### config.mk
export PLATFORM = sky130hd
export DESIGN_NAME = score_keeper_flat
export DESIGN_NICKNAME = d
export VERILOG_FILES = /design/src/rtl/score_keeper_if.sv /design/src/rtl/score_keeper.sv /design/src/flat_wrapper.sv
export SDC_FILE = /design/constraint.sdc
export NUM_CORES = 1
export LEC_CHECK = 0
export CORE_ASPECT_RATIO = 1.75
export CORE_MARGIN = 10
export CORE_UTILIZATION = 40
export CTS_CLUSTER_DIAMETER = 80
export CTS_CLUSTER_SIZE = 12
export DETAILED_ROUTE_END_ITERATION = 8
export PLACE_DENSITY = 0.61
export SLEW_MARGIN = 20
export SYNTH_ARGS = -nofsm -noshare
export SYNTH_HDL_FRONTEND = slang
export SYNTH_SLANG_ARGS = --single-unit
### constraint.sdc
create_clock -name clock -period 2.48 [get_ports clock]
set_clock_uncertainty 0.2 [all_clocks]
set_input_delay 0.496 -clock clock [delete_from_list [all_inputs] [get_ports clock]]
set_output_delay 0.496 -clock clock [all_outputs]
set_load 0.05 [all_outputs]
### src/rtl/score_keeper_if.sv
// rtl/score_keeper_if.sv - score_keeper game-event and score/serve signal bundle
interface score_keeper_if;
    logic       frame_tick;
    logic       ball_out_left;
    logic       ball_out_right;
    logic       start;
    logic [3:0] score_l;
    logic [3:0] score_r;
    logic       serve;
    logic       serve_dir;
    logic       ball_hold;
    logic       game_over;
    logic       winner;

    modport master (
        output frame_tick, ball_out_left, ball_out_right, start,
        input  score_l, score_r, serve, serve_dir, ball_hold, game_over, winner
    );

    modport slave (
        input  frame_tick, ball_out_left, ball_out_right, start,
        output score_l, score_r, serve, serve_dir, ball_hold, game_over, winner
    );
endinterface

### src/rtl/score_keeper.sv
// rtl/score_keeper.sv - per-player scoring, post-goal serve pause and match end
module score_keeper #(
    parameter int WIN_SCORE    = 9,
    parameter int PAUSE_FRAMES = 60,
    parameter int FRAME_W      = 6
) (
    input  logic          clock,
    input  logic          reset_n,
    score_keeper_if.slave sk
);
    typedef enum logic [1:0] {IDLE, PLAY, PAUSE, GAME_OVER} state_t;

    localparam logic [3:0]         WIN4       = 4'(WIN_SCORE);
    localparam logic [FRAME_W-1:0] LAST_FRAME = FRAME_W'(PAUSE_FRAMES - 1);

    state_t             state_q, state_d;
    logic [3:0]         score_l_q, score_l_d, score_r_q, score_r_d;
    logic               serve_q, serve_d, serve_dir_q, serve_dir_d;
    logic               ball_hold_q, ball_hold_d, game_over_q, game_over_d;
    logic               winner_q, winner_d, armed_q, armed_d;
    logic [FRAME_W-1:0] cnt_q, cnt_d;
    logic               out_l_s_q, out_l_p_q, out_r_s_q, out_r_p_q;

    logic       goal_left_player, goal_right_player;
    logic [3:0] inc_l, inc_r;

    // Ball leaving the right edge credits the left player and vice versa.
    assign goal_left_player  = out_r_s_q & ~out_r_p_q;
    assign goal_right_player = out_l_s_q & ~out_l_p_q;
    assign inc_l             = score_l_q + 4'd1;
    assign inc_r             = score_r_q + 4'd1;

    always_comb begin
        state_d     = state_q;
        score_l_d   = score_l_q;
        score_r_d   = score_r_q;
        serve_d     = 1'b0;
        serve_dir_d = serve_dir_q;
        ball_hold_d = ball_hold_q;
        game_over_d = game_over_q;
        winner_d    = winner_q;
        armed_d     = armed_q;
        cnt_d       = cnt_q;
        case (state_q)
            IDLE: begin
                ball_hold_d = 1'b1;
                if (sk.start) begin
                    score_l_d   = 4'd0;
                    score_r_d   = 4'd0;
                    serve_d     = 1'b1;
                    serve_dir_d = 1'b0;
                    ball_hold_d = 1'b0;
                    state_d     = PLAY;
                end
            end
            PLAY: begin
                ball_hold_d = 1'b0;
                if (goal_left_player) begin
                    score_l_d   = inc_l;
                    ball_hold_d = 1'b1;
                    if (inc_l == WIN4) begin
                        winner_d    = 1'b0;
                        game_over_d = 1'b1;
                        armed_d     = 1'b0;
                        state_d     = GAME_OVER;
                    end else begin
                        serve_dir_d = 1'b1;
                        cnt_d       = '0;
                        state_d     = PAUSE;
                    end
                end else if (goal_right_player) begin
                    score_r_d   = inc_r;
                    ball_hold_d = 1'b1;
                    if (inc_r == WIN4) begin
                        winner_d    = 1'b1;
                        game_over_d = 1'b1;
                        armed_d     = 1'b0;
                        state_d     = GAME_OVER;
                    end else begin
                        serve_dir_d = 1'b0;
                        cnt_d       = '0;
                        state_d     = PAUSE;
                    end
                end
            end
            PAUSE: begin
                ball_hold_d = 1'b1;
                if (sk.frame_tick) begin
                    if (cnt_q == LAST_FRAME) begin
                        serve_d     = 1'b1;
                        ball_hold_d = 1'b0;
                        state_d     = PLAY;
                    end else begin
                        cnt_d = cnt_q + FRAME_W'(1);
                    end
                end
            end
            GAME_OVER: begin
                ball_hold_d = 1'b1;
                game_over_d = 1'b1;
                // A button already held at match end must be released before it can restart.
                if (!sk.start) begin
                    armed_d = 1'b1;
                end else if (armed_q) begin
                    score_l_d   = 4'd0;
                    score_r_d   = 4'd0;
                    serve_d     = 1'b1;
                    serve_dir_d = 1'b0;
                    ball_hold_d = 1'b0;
                    game_over_d = 1'b0;
                    armed_d     = 1'b0;
                    state_d     = PLAY;
                end
            end
            default: state_d = IDLE;
        endcase
    end

    always_ff @(posedge clock or negedge reset_n) begin
        if (!reset_n) begin
            state_q     <= IDLE;
            score_l_q   <= 4'd0;
            score_r_q   <= 4'd0;
            serve_q     <= 1'b0;
            serve_dir_q <= 1'b0;
            ball_hold_q <= 1'b1;
            game_over_q <= 1'b0;
            winner_q    <= 1'b0;
            armed_q     <= 1'b0;
            cnt_q       <= '0;
            out_l_s_q   <= 1'b0;
            out_l_p_q   <= 1'b0;
            out_r_s_q   <= 1'b0;
            out_r_p_q   <= 1'b0;
        end else begin
            state_q     <= state_d;
            score_l_q   <= score_l_d;
            score_r_q   <= score_r_d;
            serve_q     <= serve_d;
            serve_dir_q <= serve_dir_d;
            ball_hold_q <= ball_hold_d;
            game_over_q <= game_over_d;
            winner_q    <= winner_d;
            armed_q     <= armed_d;
            cnt_q       <= cnt_d;
            out_l_s_q   <= sk.ball_out_left;
            out_l_p_q   <= out_l_s_q;
            out_r_s_q   <= sk.ball_out_right;
            out_r_p_q   <= out_r_s_q;
        end
    end

    assign sk.score_l   = score_l_q;
    assign sk.score_r   = score_r_q;
    assign sk.serve     = serve_q;
    assign sk.serve_dir = serve_dir_q;
    assign sk.ball_hold = ball_hold_q;
    assign sk.game_over = game_over_q;
    assign sk.winner    = winner_q;
endmodule

### src/flat_wrapper.sv
// flat-port wrapper written by rule: the top's interface ports become plain ports
module score_keeper_flat 
#(
    parameter int WIN_SCORE    = 9,
    parameter int PAUSE_FRAMES = 60,
    parameter int FRAME_W      = 6
)
  (clock, reset_n, sk_frame_tick, sk_ball_out_left, sk_ball_out_right, sk_start, sk_score_l, sk_score_r, sk_serve, sk_serve_dir, sk_ball_hold, sk_game_over, sk_winner);
  score_keeper_if sk_i ();
  input  logic clock;
  input  logic reset_n;
  input wire logic [$bits(sk_i.frame_tick)-1:0] sk_frame_tick;
  input wire logic [$bits(sk_i.ball_out_left)-1:0] sk_ball_out_left;
  input wire logic [$bits(sk_i.ball_out_right)-1:0] sk_ball_out_right;
  input wire logic [$bits(sk_i.start)-1:0] sk_start;
  output wire logic [$bits(sk_i.score_l)-1:0] sk_score_l;
  output wire logic [$bits(sk_i.score_r)-1:0] sk_score_r;
  output wire logic [$bits(sk_i.serve)-1:0] sk_serve;
  output wire logic [$bits(sk_i.serve_dir)-1:0] sk_serve_dir;
  output wire logic [$bits(sk_i.ball_hold)-1:0] sk_ball_hold;
  output wire logic [$bits(sk_i.game_over)-1:0] sk_game_over;
  output wire logic [$bits(sk_i.winner)-1:0] sk_winner;
  assign sk_i.frame_tick = sk_frame_tick;
  assign sk_i.ball_out_left = sk_ball_out_left;
  assign sk_i.ball_out_right = sk_ball_out_right;
  assign sk_i.start = sk_start;
  assign sk_score_l = sk_i.score_l;
  assign sk_score_r = sk_i.score_r;
  assign sk_serve = sk_i.serve;
  assign sk_serve_dir = sk_i.serve_dir;
  assign sk_ball_hold = sk_i.ball_hold;
  assign sk_game_over = sk_i.game_over;
  assign sk_winner = sk_i.winner;
  score_keeper #(.WIN_SCORE(WIN_SCORE), .PAUSE_FRAMES(PAUSE_FRAMES), .FRAME_W(FRAME_W)) u_core (.clock(clock), .reset_n(reset_n), .sk(sk_i));
endmodule
==> metrics.yaml, run 1 <==
grt:
  grt_pass1_wl_mm: 5.47
  grt_antenna_before_repair: 0
  grt_max_degree: 27
  grt.busiest_layer: "met2"
  grtUsageMet1: 0.104
  grtUsageMet3: 0.0234
  grtUsageMet2: 0.183
  grt_pass1_vias: 1199
  gr-total-overflow: 0
  gr-usage-all-layers: 0.102
critical_path:
  worstPathArrival_ns: 1.60
  crit_path_start_kind: "register"
  critical_path.cell_chain: "clkdlybuf4s50_1"
  crit_family: "buffers and inverters"
  rr_endpoint: "u_core.cnt_q[1]"
  cp-end-kind: "output port"
  reg2reg_from: "u_core.sk.score_l[0]"
  critPathKind: "register to output port"
  cpMaxStageDelayCell: "clkdlybuf4s50_1"
  r2r_slack_ns: 0.34
  cpPeakStageDelay_ns: 0.85
  critical_path.max_fanout: 7
  critPathBufInv: 1
  critPathRequiredTime_ns: 1.78
  rr_worst_depth: 7
logic_synthesis:
  synth_edf_count: 0
  synth_ff_type: "dfrtp_1"
  async_flop_share: 1.00
  ys_types: 37
  syn_area_per_cell_um2: 9.74
  syn_inst: 152
  synth_area_um2: 1480
  yosysWarnings: 0
  synth_seq_cells: 26
  syn-num-nets: 163
  synth_seq_area_share: 0.440
route:
  drt_iter0_markers: 48
  drc: 0
  routedWlPerCell_um: 14.7
  detail-route-antenna-nets: 0
  first_pass_iters: 4
  vias: 1201
  wl_mm: 3.21
  viasPerCell: 5.51
timing:
  max_freq_mhz: 435
  final.setup.tns_ns: 0
  hold_viol: 0
  worstMarginPinSlew_ns: 0.559
  finalSetupViolCount: 0
  slew_viol_final: 0
  slew_headroom: 0.627
  period_share: 0.926
  rsz0062_at_grt: "false"
  finalCriticalPeriod_ns: 2.30
job:
  maxCapViolations: 0
floorplanning:
  dieHeight_um: 100
  die_area_um2: 6630
  die_x_um: 66.0
  rows: 29
  core_area_um2: 3590
  io_pins: 19
  start_util: 0.412
power_and_ir_drop:
  powerDensity_nw_per_um2: 1010
  irDropWorstVdd_mv: 0.528
  combPwrFrac: 0.468
  netSwitchingPower_mw: 0.768
  p_seq_frac: 0.380
  clkPwrFrac: 0.153
  p_leak_nw: 0.720
  p_int_mw: 1.02
  switching_share: 0.429
placed_design:
  dp.cells: 214
  dp_hpwl_mm: 2.51
  gp_congestion: 0.800
  port_buffers: 18
finish:
  nFillCells: 343
  diodes: 0
  layout_commonest_cell: "dfrtp_1"
  instances_no_fill: 218
  final_cell_mix: "25 x dfrtp_1, 18 x clkdlybuf4s50_1, 17 x nand2_1, 15 x a21oi_1, 10 x o21ai_0"
  areaGrowthSynthToFinish_pct: 19.7
  nets: 184
  drive_gt1_frac: 0.140
clock_tree:
  postCtsSetupBuffers: 0
  cts_sinks: 26
  numCtsBuffers: 3
  hold_buffers: 0
  cts_tree: "built"
  clk-insertion-delay-late_ns: 0.27
  cts_buffer_depth: 2
  cts.htree.levels: 1
  cts_resized: 0
  cts-root-buf: "clkbuf_8"
  clk_pin_slew_ns: 0.09
status:
  status: "complete, no violations"
hold_path:
  hold-path-endpoint: "u_core.out_l_p_q"
  min_path_type: "register to register"
  hp-start: "u_core.out_l_s_q"
  min_delay_path_depth: 0
-- metrics by stage --
stage / util / cell area, µm² / hold slack (ns) / power [mW] / setup WS (ns)
final: 0.493 / 1770 / 0.206 / 1.79 / 0.183
after CTS: 0.493 / 1770 / 0.214 / 1.81 / 0.159
after floorplan: - / 1480 / 0.000409 / 1.29 / 0.165
after global routing: 0.493 / 1770 / 0.220 / 1.92 / 0.105
after global placement: 0.478 / 1720 / 0.175 / 1.51 / 0.359
after detailed placement: 0.478 / 1720 / 0.193 / 1.53 / 0.332
-- metal layers --
layer,part of all wire,vias to the layer above
met5,0,-
met4,0.030,0
met3,0.051,7
met2,0.54,27
met1,0.38,584
li1,-,583
-- cell usage after synthesis, types with 4 or more instances --
cell type	instances	area share
dfrtp_1	25	0.42
nor2_1	9	0.023
nand3_1	5	0.017
nand2_1	17	0.043
ha_1	5	0.042
inv_1	5	0.013
a21o_1	4	0.020
nor2b_1	7	0.030
o2bb2ai_1	5	0.030
nand2b_1	4	0.017
a21oi_1	15	0.051
o21ai_0	10	0.034
-- sequential cells by signal (all words and copies together), names as in the netlist, 2 cells and up --
register	cells
u_core.cnt_q	6
u_core.sk.score_l	4
u_core.sk.score_r	4
u_core.state_q	2
-- power by group through the flow --
stage | logic (mW) | clock network (mW) | registers (mW)
global route | 0.915 | 0.301 | 0.703
finish | 0.836 | 0.273 | 0.679
detailed placement | 0.846 | 0 | 0.686
floorplan | 0.464 | 0 | 0.824
global placement | 0.825 | 0 | 0.683
CTS | 0.845 | 0.283 | 0.679
-- worst max-delay path by stage --
stage / slack [ns] / from / to / depth (start not counted)
3_3_place_gp: 0.36 / sk_frame_tick / u_core.cnt_q[1] / 4
3_5_place_dp: 0.33 / u_core.sk.score_l[0] / u_core.cnt_q[1] / 7
6_report: 0.18 / u_core.sk.score_l[0] / sk_score_l[0] / 1
2_1_floorplan: 0.16 / u_core.sk.score_l[0] / u_core.cnt_q[1] / 7
4_1_cts: 0.16 / u_core.sk.score_l[0] / sk_score_l[0] / 1
5_1_grt: 0.10 / u_core.sk.score_l[0] / sk_score_l[0] / 1
-- final cells by class --
cell class	count	area, µm²	area share
inverters	5	18.8	0.0106
clock buffers	4	55.1	0.0311
flip-flops and latches	26	652	0.368
well taps	46	57.6	0.0325
multi-input cells	116	786	0.444
repair buffers	21	203	0.114
-- cells by family after synthesis --
family	after synthesis	share of synthesized area
simple gates	58	0.221
buf+inv	10	0.0287
mux	6	0.0549
fa+ha+maj	5	0.0423
flops	26	0.440
compound gates	47	0.212
No activity file was read; power rests on OpenSTA's default activity.
==> run 2: changes to the inputs <==
--- a/config.mk
+++ b/config.mk
@@ -6,7 +6,6 @@
 export NUM_CORES = 1
 export LEC_CHECK = 0
 export CORE_ASPECT_RATIO = 1.75
-export CORE_MARGIN = 10
 export CORE_UTILIZATION = 40
 export CTS_CLUSTER_DIAMETER = 80
 export CTS_CLUSTER_SIZE = 12
==> run 2 against run 1 <==
Against the previous run:
- sequential power grew 0.7%
- final area shrank 0.64%
- cell count down 0.46%
- first-iteration DRC count up 17%
==> metrics.yaml, run 2 (synthesis gave the netlist of run 1 again) <==
hold_path:
  min_delay_path_depth: 0  # unchanged
  hold-path-endpoint: "u_core.out_l_p_q"
  hp-start: "u_core.out_l_s_q"
  min_path_type: "register to register"
power_and_ir_drop:
  p_leak_nw: 0.714  # -0.83%
  clkPwrFrac: 0.137  # -0.016
  p_int_mw: 0.992  # -2.8%
  netSwitchingPower_mw: 0.761  # -0.83%
  p_seq_frac: 0.390  # +0.010
  combPwrFrac: 0.473  # +0.005
  switching_share: 0.434  # +0.00488
  irDropWorstVdd_mv: 0.587  # +11%
  powerDensity_nw_per_um2: 996  # -1.3%
finish:
  regMostFlops: "u_core.cnt_q"
  final_core_util: 0.508  # +0.0144
  nFillCells: 327  # -4.7%
  diodes: 0  # unchanged
  largest_register_ffs: 6  # unchanged
  drive_gt1_frac: 0.134  # -0.00581
  final_cell_mix: "25 x dfrtp_1, 18 x clkdlybuf4s50_1, 17 x nand2_1, 15 x a21oi_1, 10 x o21ai_0"
  nets: 184  # unchanged
  layout_commonest_cell: "dfrtp_1"
  areaGrowthSynthToFinish_pct: 18.9
clock_tree:
  cts.htree.levels: 1  # unchanged
  cts_sinks: 26  # unchanged
  cts_resized: 0  # unchanged
  hold_buffers: 0  # unchanged
  cts_buffer_depth: 2  # unchanged
  cts-root-buf: "clkbuf_8"
  clk_pin_slew_ns: 0.09  # about the same
  cts_tree: "built"
  clk-insertion-delay-late_ns: 0.27  # about the same
  numCtsBuffers: 3  # unchanged
  postCtsSetupBuffers: 0  # unchanged
critical_path:
  cp-end-kind: "output port"
  critPathRequiredTime_ns: 1.78  # about the same
  rr_endpoint: "u_core.cnt_q[1]"
  crit_family: "buffers and inverters"
  crit_path_start_kind: "register"
  worstPathArrival_ns: 1.60  # about the same
  r2r_slack_ns: 0.30  # -0.04 ns
  worstSetupStartpoint: "u_core.sk.score_l[0]"
  critPathBufInv: 1  # unchanged
  critPathKind: "register to output port"
  worst-path-stages: 1  # unchanged
  critical_path.max_fanout: 7  # unchanged
  cpPeakStageDelay_ns: 0.85  # about the same
  critical_path.cell_chain: "clkdlybuf4s50_1"
  rr_worst_depth: 7  # unchanged
  reg2reg_from: "u_core.sk.score_l[0]"
  cpMaxStageDelayCell: "clkdlybuf4s50_1"
grt:
  grt_pass1_vias: 1134  # -5.4%
  grt.busiest_layer: "met2"
  grt_pass1_wl_mm: 4.97  # -9.2%
  grtUsageMet2: 0.326  # +0.143
  grt_max_degree: 27  # unchanged
  grt_antenna_before_repair: 0  # unchanged
  gr-usage-all-layers: 0.178  # +0.0761
  grtUsageMet3: 0.0326  # +0.00922
  gr-total-overflow: 0  # unchanged
  grtUsageMet1: 0.177  # +0.0726
floorplanning:
  die_x_um: 48.0  # -27%
  io_pins: 19  # unchanged
  rows: 28  # -3.4%
  start_util: 0.427  # +0.0147
  die_area_um2: 3960  # -40%
  core_area_um2: 3470  # -3.4%
  dieHeight_um: 82.5  # -18%
placed_design:
  port_buffers: 18  # unchanged
  dp_hpwl_mm: 2.34  # -6.8%
  gp_congestion: 0.815  # +1.8%
  place_ws_ns: 0.335  # +0.00337 ns
timing:
  rsz0062_at_grt: "false"
  slew_viol_final: 0  # unchanged
  hold_viol: 0  # unchanged
  slew_headroom: 0.660  # +0.0325
  max_freq_mhz: 435  # -0.17%
  setup_ws_ns: 0.179  # -0.00382 ns
  period_share: 0.928  # +0.00154
  final.setup.tns_ns: 0  # unchanged
  finalSetupViolCount: 0  # unchanged
  worstMarginPinSlew_ns: 0.510  # -0.0488 ns
  finalCriticalPeriod_ns: 2.30  # +0.00382 ns
route:
  first_pass_iters: 4  # unchanged
  routedWlPerCell_um: 14.2  # -3.5%
  wl_mm: 3.09  # -3.9%
  viasPerCell: 5.50  # -0.21%
  detail-route-antenna-nets: 0  # unchanged
  drt_iter0_markers: 56  # +17%
  vias: 1193  # -0.67%
  drc: 0  # unchanged
job:
  maxCapViolations: 0  # unchanged
status:
  status: "complete, no violations"
==> run 2: power by group through the flow <==
stage,combinational (mW),sequential [mW],clock (mW)
3_5_place_dp,0.832,0.688,0
2_1_floorplan,0.464,0.824,0
6_report,0.830,0.684,0.240
4_1_cts,0.835,0.681,0.247
3_3_place_gp,0.821,0.681,0
5_1_grt,0.907,0.701,0.261
==> run 2: worst max path at each step <==
| stage | slack, ns | end |
|---|---|---|
| 3_5_place_dp | 0.34 | u_core.cnt_q[1] |
| 2_1_floorplan | 0.16 | u_core.cnt_q[1] |
| 4_1_cts | 0.16 | sk_score_l[0] |
| 3_3_place_gp | 0.34 | u_core.cnt_q[1] |
| 5_1_grt | 0.13 | sk_score_l[0] |
| 6_report | 0.18 | sk_score_l[0] |
==> run 2: cell type report <==
type,instances,area (µm²),share of cell area
clock buffers,4,45.0,0.0256
inverters,5,18.8,0.0107
multi-input cells,116,786,0.446
flip-flops and latches,26,652,0.370
repair buffers,21,203,0.115
well taps,45,56.3,0.0320
==> run 2: layer usage <==
| layer | part of all wire | wire [µm] |
|---|---|---|
| met1 | 0.39 | 1210 |
| met2 | 0.56 | 1720 |
| met3 | 0.027 | 84 |
| met4 | 0.025 | 77 |
| met5 | 0 | 0 |
==> run 2: per-stage QoR <==
| stage | power (mW) | cells | cell area (µm²) | hold WS (ns) |
|---|---|---|---|---|
| 2_1_floorplan | 1.29 | 152 | 1480 | 0.000409 |
| 3_3_place_gp | 1.50 | 213 | 1720 | 0.178 |
| 3_5_place_dp | 1.52 | 213 | 1720 | 0.193 |
| 4_1_cts | 1.76 | 217 | 1760 | 0.211 |
| 5_1_grt | 1.87 | 217 | 1760 | 0.226 |
| 6_report | 1.75 | 217 | 1760 | 0.205 |
